### config.mk
export PLATFORM = sky130hd
export DESIGN_NAME = vga_sync_gen
export DESIGN_NICKNAME = d
export VERILOG_FILES = /design/src/rtl/vga_pkg.sv /design/src/rtl/vga_pix_tick.sv /design/src/rtl/vga_sync_gen.sv
export SDC_FILE = /design/constraint.sdc
export NUM_CORES = 1
export LEC_CHECK = 0
export BUFFER_PORTS_ARGS = -buffer_cell sky130_fd_sc_hd__buf_2
export CAP_MARGIN = 15
export CORE_MARGIN = 2
export CORE_UTILIZATION = 40
export DETAILED_ROUTE_END_ITERATION = 6
export GPL_ROUTABILITY_DRIVEN = 0
export GPL_TIMING_DRIVEN = 0
export HOLD_SLACK_MARGIN = 0.1
export PLACE_DENSITY = 0.63
export SLEW_MARGIN = 20
export SYNTH_ARGS = -nofsm -noshare
export SYNTH_HDL_FRONTEND = slang
export SYNTH_SLANG_ARGS = --single-unit
export TNS_END_PERCENT = 5
### constraint.sdc
create_clock -name clk -period 2.03 [get_ports clk]
set_input_delay 0.1015 -clock clk [delete_from_list [all_inputs] [get_ports clk]]
set_output_delay 0.1015 -clock clk [all_outputs]
set_load 0.01 [all_outputs]
### src/rtl/vga_pkg.sv
`default_nettype none
// ============================================================================
// vga_pkg : 640x480@60 timing constants, test-pattern encodings and pixel rule
// Rev 1.0
// ============================================================================
package vga_pkg;

  localparam int H_VIS  = 640;
  localparam int H_FP   = 16;
  localparam int H_SYNC = 96;
  localparam int H_BP   = 48;
  localparam int V_VIS  = 480;
  localparam int V_FP   = 10;
  localparam int V_SYNC = 2;
  localparam int V_BP   = 33;

  typedef enum logic [1:0] {
    PAT_BLACK  = 2'd0,
    PAT_WHITE  = 2'd1,
    PAT_CHECK  = 2'd2,
    PAT_BORDER = 2'd3
  } pattern_e;

  // x_last/y_last are the last visible column and row, which the border outlines.
  function automatic logic pattern_pixel(
    input pattern_e   pat,
    input logic [9:0] x,
    input logic [9:0] y,
    input logic [9:0] x_last,
    input logic [9:0] y_last
  );
    logic bit_v;
    case (pat)
      PAT_WHITE:  bit_v = 1'b1;
      PAT_CHECK:  bit_v = x[5] ^ y[5];
      PAT_BORDER: bit_v = (x == 10'd0) || (x == x_last) || (y == 10'd0) || (y == y_last);
      default:    bit_v = 1'b0;
    endcase
    return bit_v;
  endfunction

endpackage
`default_nettype wire

### src/rtl/vga_pix_tick.sv
`default_nettype none
// ============================================================================
// vga_pix_tick : divides the system clock down to a one-clk pixel-rate tick
// Rev 1.0
// ============================================================================
module vga_pix_tick #(
  parameter int CLK_DIV = 2
) (
  input  logic clk,
  input  logic rst_n,
  output logic tick_o
);

  // A 1-bit divider that never leaves 0 keeps the tick high when CLK_DIV is 1.
  localparam int           W        = (CLK_DIV > 1) ? $clog2(CLK_DIV) : 1;
  localparam logic [W-1:0] DIV_LAST = W'(CLK_DIV - 1);

  logic [W-1:0] div_q;
  logic [W-1:0] div_d;

  assign tick_o = (div_q == DIV_LAST);

  always_comb begin
    div_d = tick_o ? '0 : div_q + W'(1);
  end

  always_ff @(posedge clk or negedge rst_n) begin
    if (!rst_n) begin
      div_q <= '0;
    end else begin
      div_q <= div_d;
    end
  end

endmodule
`default_nettype wire

### src/rtl/vga_sync_gen.sv
`default_nettype none
// ============================================================================
// vga_sync_gen : VGA sync/visible timing, pixel coordinates and test pattern
// Rev 1.0
// ============================================================================
module vga_sync_gen #(
  parameter int CLK_DIV  = 2,
  parameter int H_VIS    = vga_pkg::H_VIS,
  parameter int H_FP     = vga_pkg::H_FP,
  parameter int H_SYNC   = vga_pkg::H_SYNC,
  parameter int H_BP     = vga_pkg::H_BP,
  parameter int V_VIS    = vga_pkg::V_VIS,
  parameter int V_FP     = vga_pkg::V_FP,
  parameter int V_SYNC   = vga_pkg::V_SYNC,
  parameter int V_BP     = vga_pkg::V_BP,
  parameter bit SYNC_POL = 1'b0
) (
  input  logic       clk,
  input  logic       rst_n,
  input  logic [1:0] pattern_sel,
  output logic       hsync,
  output logic       vsync,
  output logic       video_on,
  output logic [9:0] pix_x,
  output logic [9:0] pix_y,
  output logic       color_out,
  output logic       frame_start
);

  import vga_pkg::*;

  localparam int         H_TOTAL  = H_VIS + H_FP + H_SYNC + H_BP;
  localparam int         V_TOTAL  = V_VIS + V_FP + V_SYNC + V_BP;
  localparam logic [9:0] H_LAST   = 10'(H_TOTAL - 1);
  localparam logic [9:0] V_LAST   = 10'(V_TOTAL - 1);
  localparam logic [9:0] HS_START = 10'(H_VIS + H_FP);
  localparam logic [9:0] HS_END   = 10'(H_VIS + H_FP + H_SYNC);
  localparam logic [9:0] VS_START = 10'(V_VIS + V_FP);
  localparam logic [9:0] VS_END   = 10'(V_VIS + V_FP + V_SYNC);
  localparam logic [9:0] X_VIS    = 10'(H_VIS);
  localparam logic [9:0] Y_VIS    = 10'(V_VIS);
  localparam logic [9:0] X_EDGE   = 10'(H_VIS - 1);
  localparam logic [9:0] Y_EDGE   = 10'(V_VIS - 1);

  logic       tick;
  logic [9:0] h_cnt_q, h_cnt_d;
  logic [9:0] v_cnt_q, v_cnt_d;
  pattern_e   pat_q, pat_d;
  logic       started_q, started_d;

  logic       hsync_q, vsync_q, video_on_q, color_q, frame_start_q;
  logic [9:0] pix_x_q, pix_y_q;

  logic       at_origin;
  logic       hs_act;
  logic       vs_act;
  logic       vis;
  pattern_e   pat_eff;

  vga_pix_tick #(
    .CLK_DIV (CLK_DIV)
  ) u_tick (
    .clk    (clk),
    .rst_n  (rst_n),
    .tick_o (tick)
  );

  assign at_origin = (h_cnt_q == 10'd0) && (v_cnt_q == 10'd0);
  assign hs_act    = (h_cnt_q >= HS_START) && (h_cnt_q < HS_END);
  assign vs_act    = (v_cnt_q >= VS_START) && (v_cnt_q < VS_END);
  assign vis       = (h_cnt_q < X_VIS) && (v_cnt_q < Y_VIS);

  // Pixel (0,0) is decoded before the frame's latch edge, so it takes the
  // incoming selection directly; the rest of the frame uses the latched copy.
  assign pat_eff   = at_origin ? pattern_e'(pattern_sel) : pat_q;

  always_comb begin
    h_cnt_d   = h_cnt_q;
    v_cnt_d   = v_cnt_q;
    pat_d     = pat_q;
    started_d = started_q;
    if (tick) begin
      if (h_cnt_q == H_LAST) begin
        h_cnt_d = 10'd0;
        v_cnt_d = (v_cnt_q == V_LAST) ? 10'd0 : v_cnt_q + 10'd1;
      end else begin
        h_cnt_d = h_cnt_q + 10'd1;
      end
      // The first advance away from (0,0) arms frame_start, so the frame
      // entered straight out of reset never pulses.
      if (at_origin) begin
        pat_d = pattern_e'(pattern_sel);
      end else begin
        started_d = 1'b1;
      end
    end
  end

  always_ff @(posedge clk or negedge rst_n) begin
    if (!rst_n) begin
      h_cnt_q       <= 10'd0;
      v_cnt_q       <= 10'd0;
      pat_q         <= PAT_BLACK;
      started_q     <= 1'b0;
      hsync_q       <= ~SYNC_POL;
      vsync_q       <= ~SYNC_POL;
      video_on_q    <= 1'b0;
      color_q       <= 1'b0;
      frame_start_q <= 1'b0;
      pix_x_q       <= 10'd0;
      pix_y_q       <= 10'd0;
    end else begin
      h_cnt_q       <= h_cnt_d;
      v_cnt_q       <= v_cnt_d;
      pat_q         <= pat_d;
      started_q     <= started_d;
      hsync_q       <= hs_act ? SYNC_POL : ~SYNC_POL;
      vsync_q       <= vs_act ? SYNC_POL : ~SYNC_POL;
      video_on_q    <= vis;
      color_q       <= vis & pattern_pixel(pat_eff, h_cnt_q, v_cnt_q, X_EDGE, Y_EDGE);
      frame_start_q <= tick & at_origin & started_q;
      pix_x_q       <= h_cnt_q;
      pix_y_q       <= v_cnt_q;
    end
  end

  assign hsync       = hsync_q;
  assign vsync       = vsync_q;
  assign video_on    = video_on_q;
  assign color_out   = color_q;
  assign frame_start = frame_start_q;
  assign pix_x       = pix_x_q;
  assign pix_y       = pix_y_q;

endmodule
`default_nettype wire

==> key figures <==
Yosys
  • Number of flops mapped to enable cells by yosys: 0
  • Ys flop type: dfrtp_1
  • Mapped Avg Cell Area: 11.9 sq um
  • Mapped Nets: 181
  • Yosys top cell by area: dfrtp_1
  • FFs w/ async S/R, synth: 100%
  • Synth top area cells: dfrtp_1 58%, ha_1 3.1%, dfstp_2 2.6%
  • FF+latch count, synth: 49
  • Ys Warns: 0
  • Sequential-to-total area share from yosys stat: 60.1%
  • Top-area cell type share of the netlist area: 57.5%
  • Yosys cell types: 41
  • Mapped cell area: 0.00204 sq mm
  • Syn Inst Count: 172

Setup path
  • CP endpoint kind: flip-flop
  • Worst setup SP type: flip-flop
  • WP data arrival: 2010 ps
  • Worst path cell trace: inv_1 -> ha_1 -> nor4b_1 -> nand3_1 -> nor2_4 -> nand2_2 -> mux2_4
  • Max Fanout on Critical Path: 6
  • CP max stage delay: 450 ps
  • CP required: 2210 ps
  • Crit path kind: reg -> reg
  • Slowest-stage cell, CP: dfrtp_1

Place
  • Placed instance area: 0.00227 sq mm
  • Placed insts: 270
  • Pre-CTS setup slack: 255 ps
  • IO buf count: 28
  • Hpwl dp: 2470 um

Worst hold path
  • Hold Crit Class: in -> async

Clock tree
  • Root Buffer: clkbuf_8
  • Clk_lat worst skew: 290 ps
  • Clock Sink Count: 49
  • Setup bufs post-CTS: 0
  • Resize count post-CTS: 0
  • CTS Buf Count: 5
  • Max H-tree Level: 2
  • Clock Tree Buf Depth: 2
  • Hold Buf Count CTS: 3
  • CTS tree: built
  • Reg clk slew, reported paths: 80 ps

Layout
  • Final net count: 219
  • FILL cells: 499
  • Register area: 0.00123 sq mm
  • Final non-filler cell total: 280
  • Ant diodes: 0
  • Design area: 0.00239 sq mm
  • Final Util: 47.7%
  • Syn-to-layout area delta: 17.0%
  • Multi-input gate area: 744 sq um
  • Share of cells above drive strength 1: 23.3%

Die
  • Rows: 26
  • Top-Level Pins: 29
  • Die Wd: 75.5 um
  • Die area: 0.00570 sq mm
  • Die Ht: 75.5 um
  • Initial Utilization: 40.8%
  • CORE AREA: 0.00501 sq mm

Power and ir drop
  • Leak: 1.14 nW
  • Power Total: 1.57 mW
  • Internal power: 1.26 mW
  • Clock power frac: 35.5%
  • Peak VDD IR: 0.265 mV
  • Combinational power share: 2.0%
  • Net Sw Frac: 19.7%
  • Net Sw Power: 0.309 mW
  • Flop pwr share: 62.5%
  • Pwr Density: 656 mW/mm^2

Global route
  • First-pass GRT wire length: 6260 um
  • Total congestion overflow: 0
  • Total global routing track utilization: 14.5%
  • Vias in the first global route: 1318
  • GRT met3 Usage: 3.84%
  • Met1 Resource Use GR: 19.9%
  • Met2 Resource Use GR: 22.2%
  • Gr busiest metal: met2
  • Antenna violations before repair: 0
  • Maximum number of pins on one net before global-route repair: 50

Route
  • Final WL: 3570 um
  • Residual DRC: 0
  • Drt first pass iters: 4
  • DRT iter0 DRCs: 116
  • Vias: 1393
  • WL/cell: 12.7 um
  • Via-to-Cell Ratio: 4.98
  • ANT nets after route: 0

STA
  • Slew Limit Fails: 0
  • Max_slew headroom: 60.7%
  • RSZ-0062 raised after global routing: false
  • TNS Setup: 0 ps
  • Max Clock Skew: 6.37 ps
  • Setup ws final: 196 ps
  • Fin crit period: 1830 ps
  • Part of the cycle the worst path needs: 90.4%
  • Max Freq: 0.545 GHz
  • Final Hold Viols: 0
  • Final setup viols: 0
  • Least-Margin Pin Slew: 589 ps
  • Hold WS: 354 ps

Status
  • Status: finished clean

Run
  • Max Cap Viol: 0
[logic make-up (layout without fill, tap and decap cells)]
group                      Yosys count  count (layout)  synth area share, %
and+or+nand+nor                     65              65                 19.9
AOI/OAI and AO/OA                   26              26                 7.22
muxes                                3               3                 1.96
adders and majority gates            5               5                 3.06
DFF                                 49              49                 60.1
buffers and inverters               14              52                 3.49
xor gates and xnor gates            10              10                 4.28
[Yosys cell counts (3+ instances only)]
master	n
a21oi_1	4
and3_1	5
and4_1	3
buf_2	3
dfrtp_1	47
ha_1	5
inv_1	6
nand2_1	13
nand3_1	8
nand4_1	5
nor2_1	7
nor3_1	4
o21ai_0	5
o21ai_1	10
o31ai_1	3
xnor2_1	5
xor2_1	5
[worst max-delay path, delay by kind of cell (launching register included)]
| family | cells | cell delay [ps] |
|---|---|---|
| multiplexers | 1 | 300 |
| adder cells (fa/ha/maj) | 1 | 170 |
| flip-flops | 1 | 450 |
| AND/OR/NAND/NOR | 4 | 710 |
| buffers and inverters | 1 | 100 |
[final timing paths]
kind / startpoint / endpoint / slack, ps / cells past startpoint
worst max-delay path: h_cnt_q[0]$_DFFE_PN0P_ / pat_q[1]$_DFFE_PN0P_ / 200 / 7
worst min-delay path: rst_n / h_cnt_q[1]$_DFFE_PN0P_ / 350 / 2
worst max register to register: h_cnt_q[0]$_DFFE_PN0P_ / pat_q[1]$_DFFE_PN0P_ / 200 / 7
worst min register to register: v_cnt_q[2]$_DFFE_PN0P_ / pix_y[2]$_DFF_PN0_ / 380 / 0
max in group asynchronous: rst_n / pix_y[8]$_DFF_PN0_ / 1260 / 2
min in group clk: v_cnt_q[2]$_DFFE_PN0P_ / pix_y[2]$_DFF_PN0_ / 380 / 0
[flip-flops by register name (all words and copies together) (netlist names)]
register / count
h_cnt_q: 10
pix_x: 10
pix_y: 10
v_cnt_q: 10
pat_q: 2
color_out: 1
frame_start: 1
hsync: 1
started_q: 1
u_tick.tick_o: 1
video_on: 1
vsync: 1
[power by group through the flow]
stage               logic [mW]  registers (mW)  clock network, mW
CTS                     0.0325           0.980              0.582
floorplan              0.00403            1.00                  0
global route            0.0365           0.981              0.620
finish                  0.0313           0.980              0.556
global placement        0.0277           0.999                  0
detailed placement      0.0282           0.999                  0
[routing by layer]
layer | up-vias | part of all wire [%] | wire length [um]
li1 | 686 | - | -
met1 | 676 | 49 | 1730
met2 | 25 | 46 | 1630
met3 | 6 | 3.8 | 137
met4 | 0 | 1.8 | 65
met5 | - | 0 | 0
[placed cells by master, fill, tap and decap left out, types with 2 or more instances in the layout]
| cell type | n |
|---|---|
| and3_1 | 5 |
| or3_1 | 2 |
| nand3b_1 | 2 |
| buf_4 | 3 |
| o31ai_1 | 3 |
| dlygate4sd3_1 | 3 |
| nor3_1 | 4 |
| clkbuf_1 | 3 |
| xor2_1 | 5 |
| clkbuf_8 | 6 |
| nand3_1 | 8 |
| nand2_1 | 13 |
| dfrtp_1 | 47 |
| o21ai_0 | 5 |
| nand4_1 | 5 |
| dfstp_2 | 2 |
| nor4b_1 | 2 |
| ha_1 | 5 |
| a21oi_1 | 4 |
| xnor2_1 | 5 |
| nor2_1 | 7 |
| and4_1 | 3 |
| nor2b_1 | 2 |
| nor4_1 | 2 |
| o211ai_1 | 2 |
| buf_2 | 30 |
| o21ai_1 | 10 |
| inv_1 | 6 |
| mux2_4 | 2 |
[final cells by class]
| type | instances | share of cell area, % |
|---|---|---|
| buffer | 8 | 2.04 |
| clock buffer | 7 | 3.61 |
| inverter | 6 | 0.942 |
| multi-input combinational | 109 | 31.1 |
| sequential | 49 | 51.4 |
| tap | 70 | 3.66 |
| timing repair buffer | 31 | 7.22 |
Note: power is estimated with default switching activity, not from simulation.
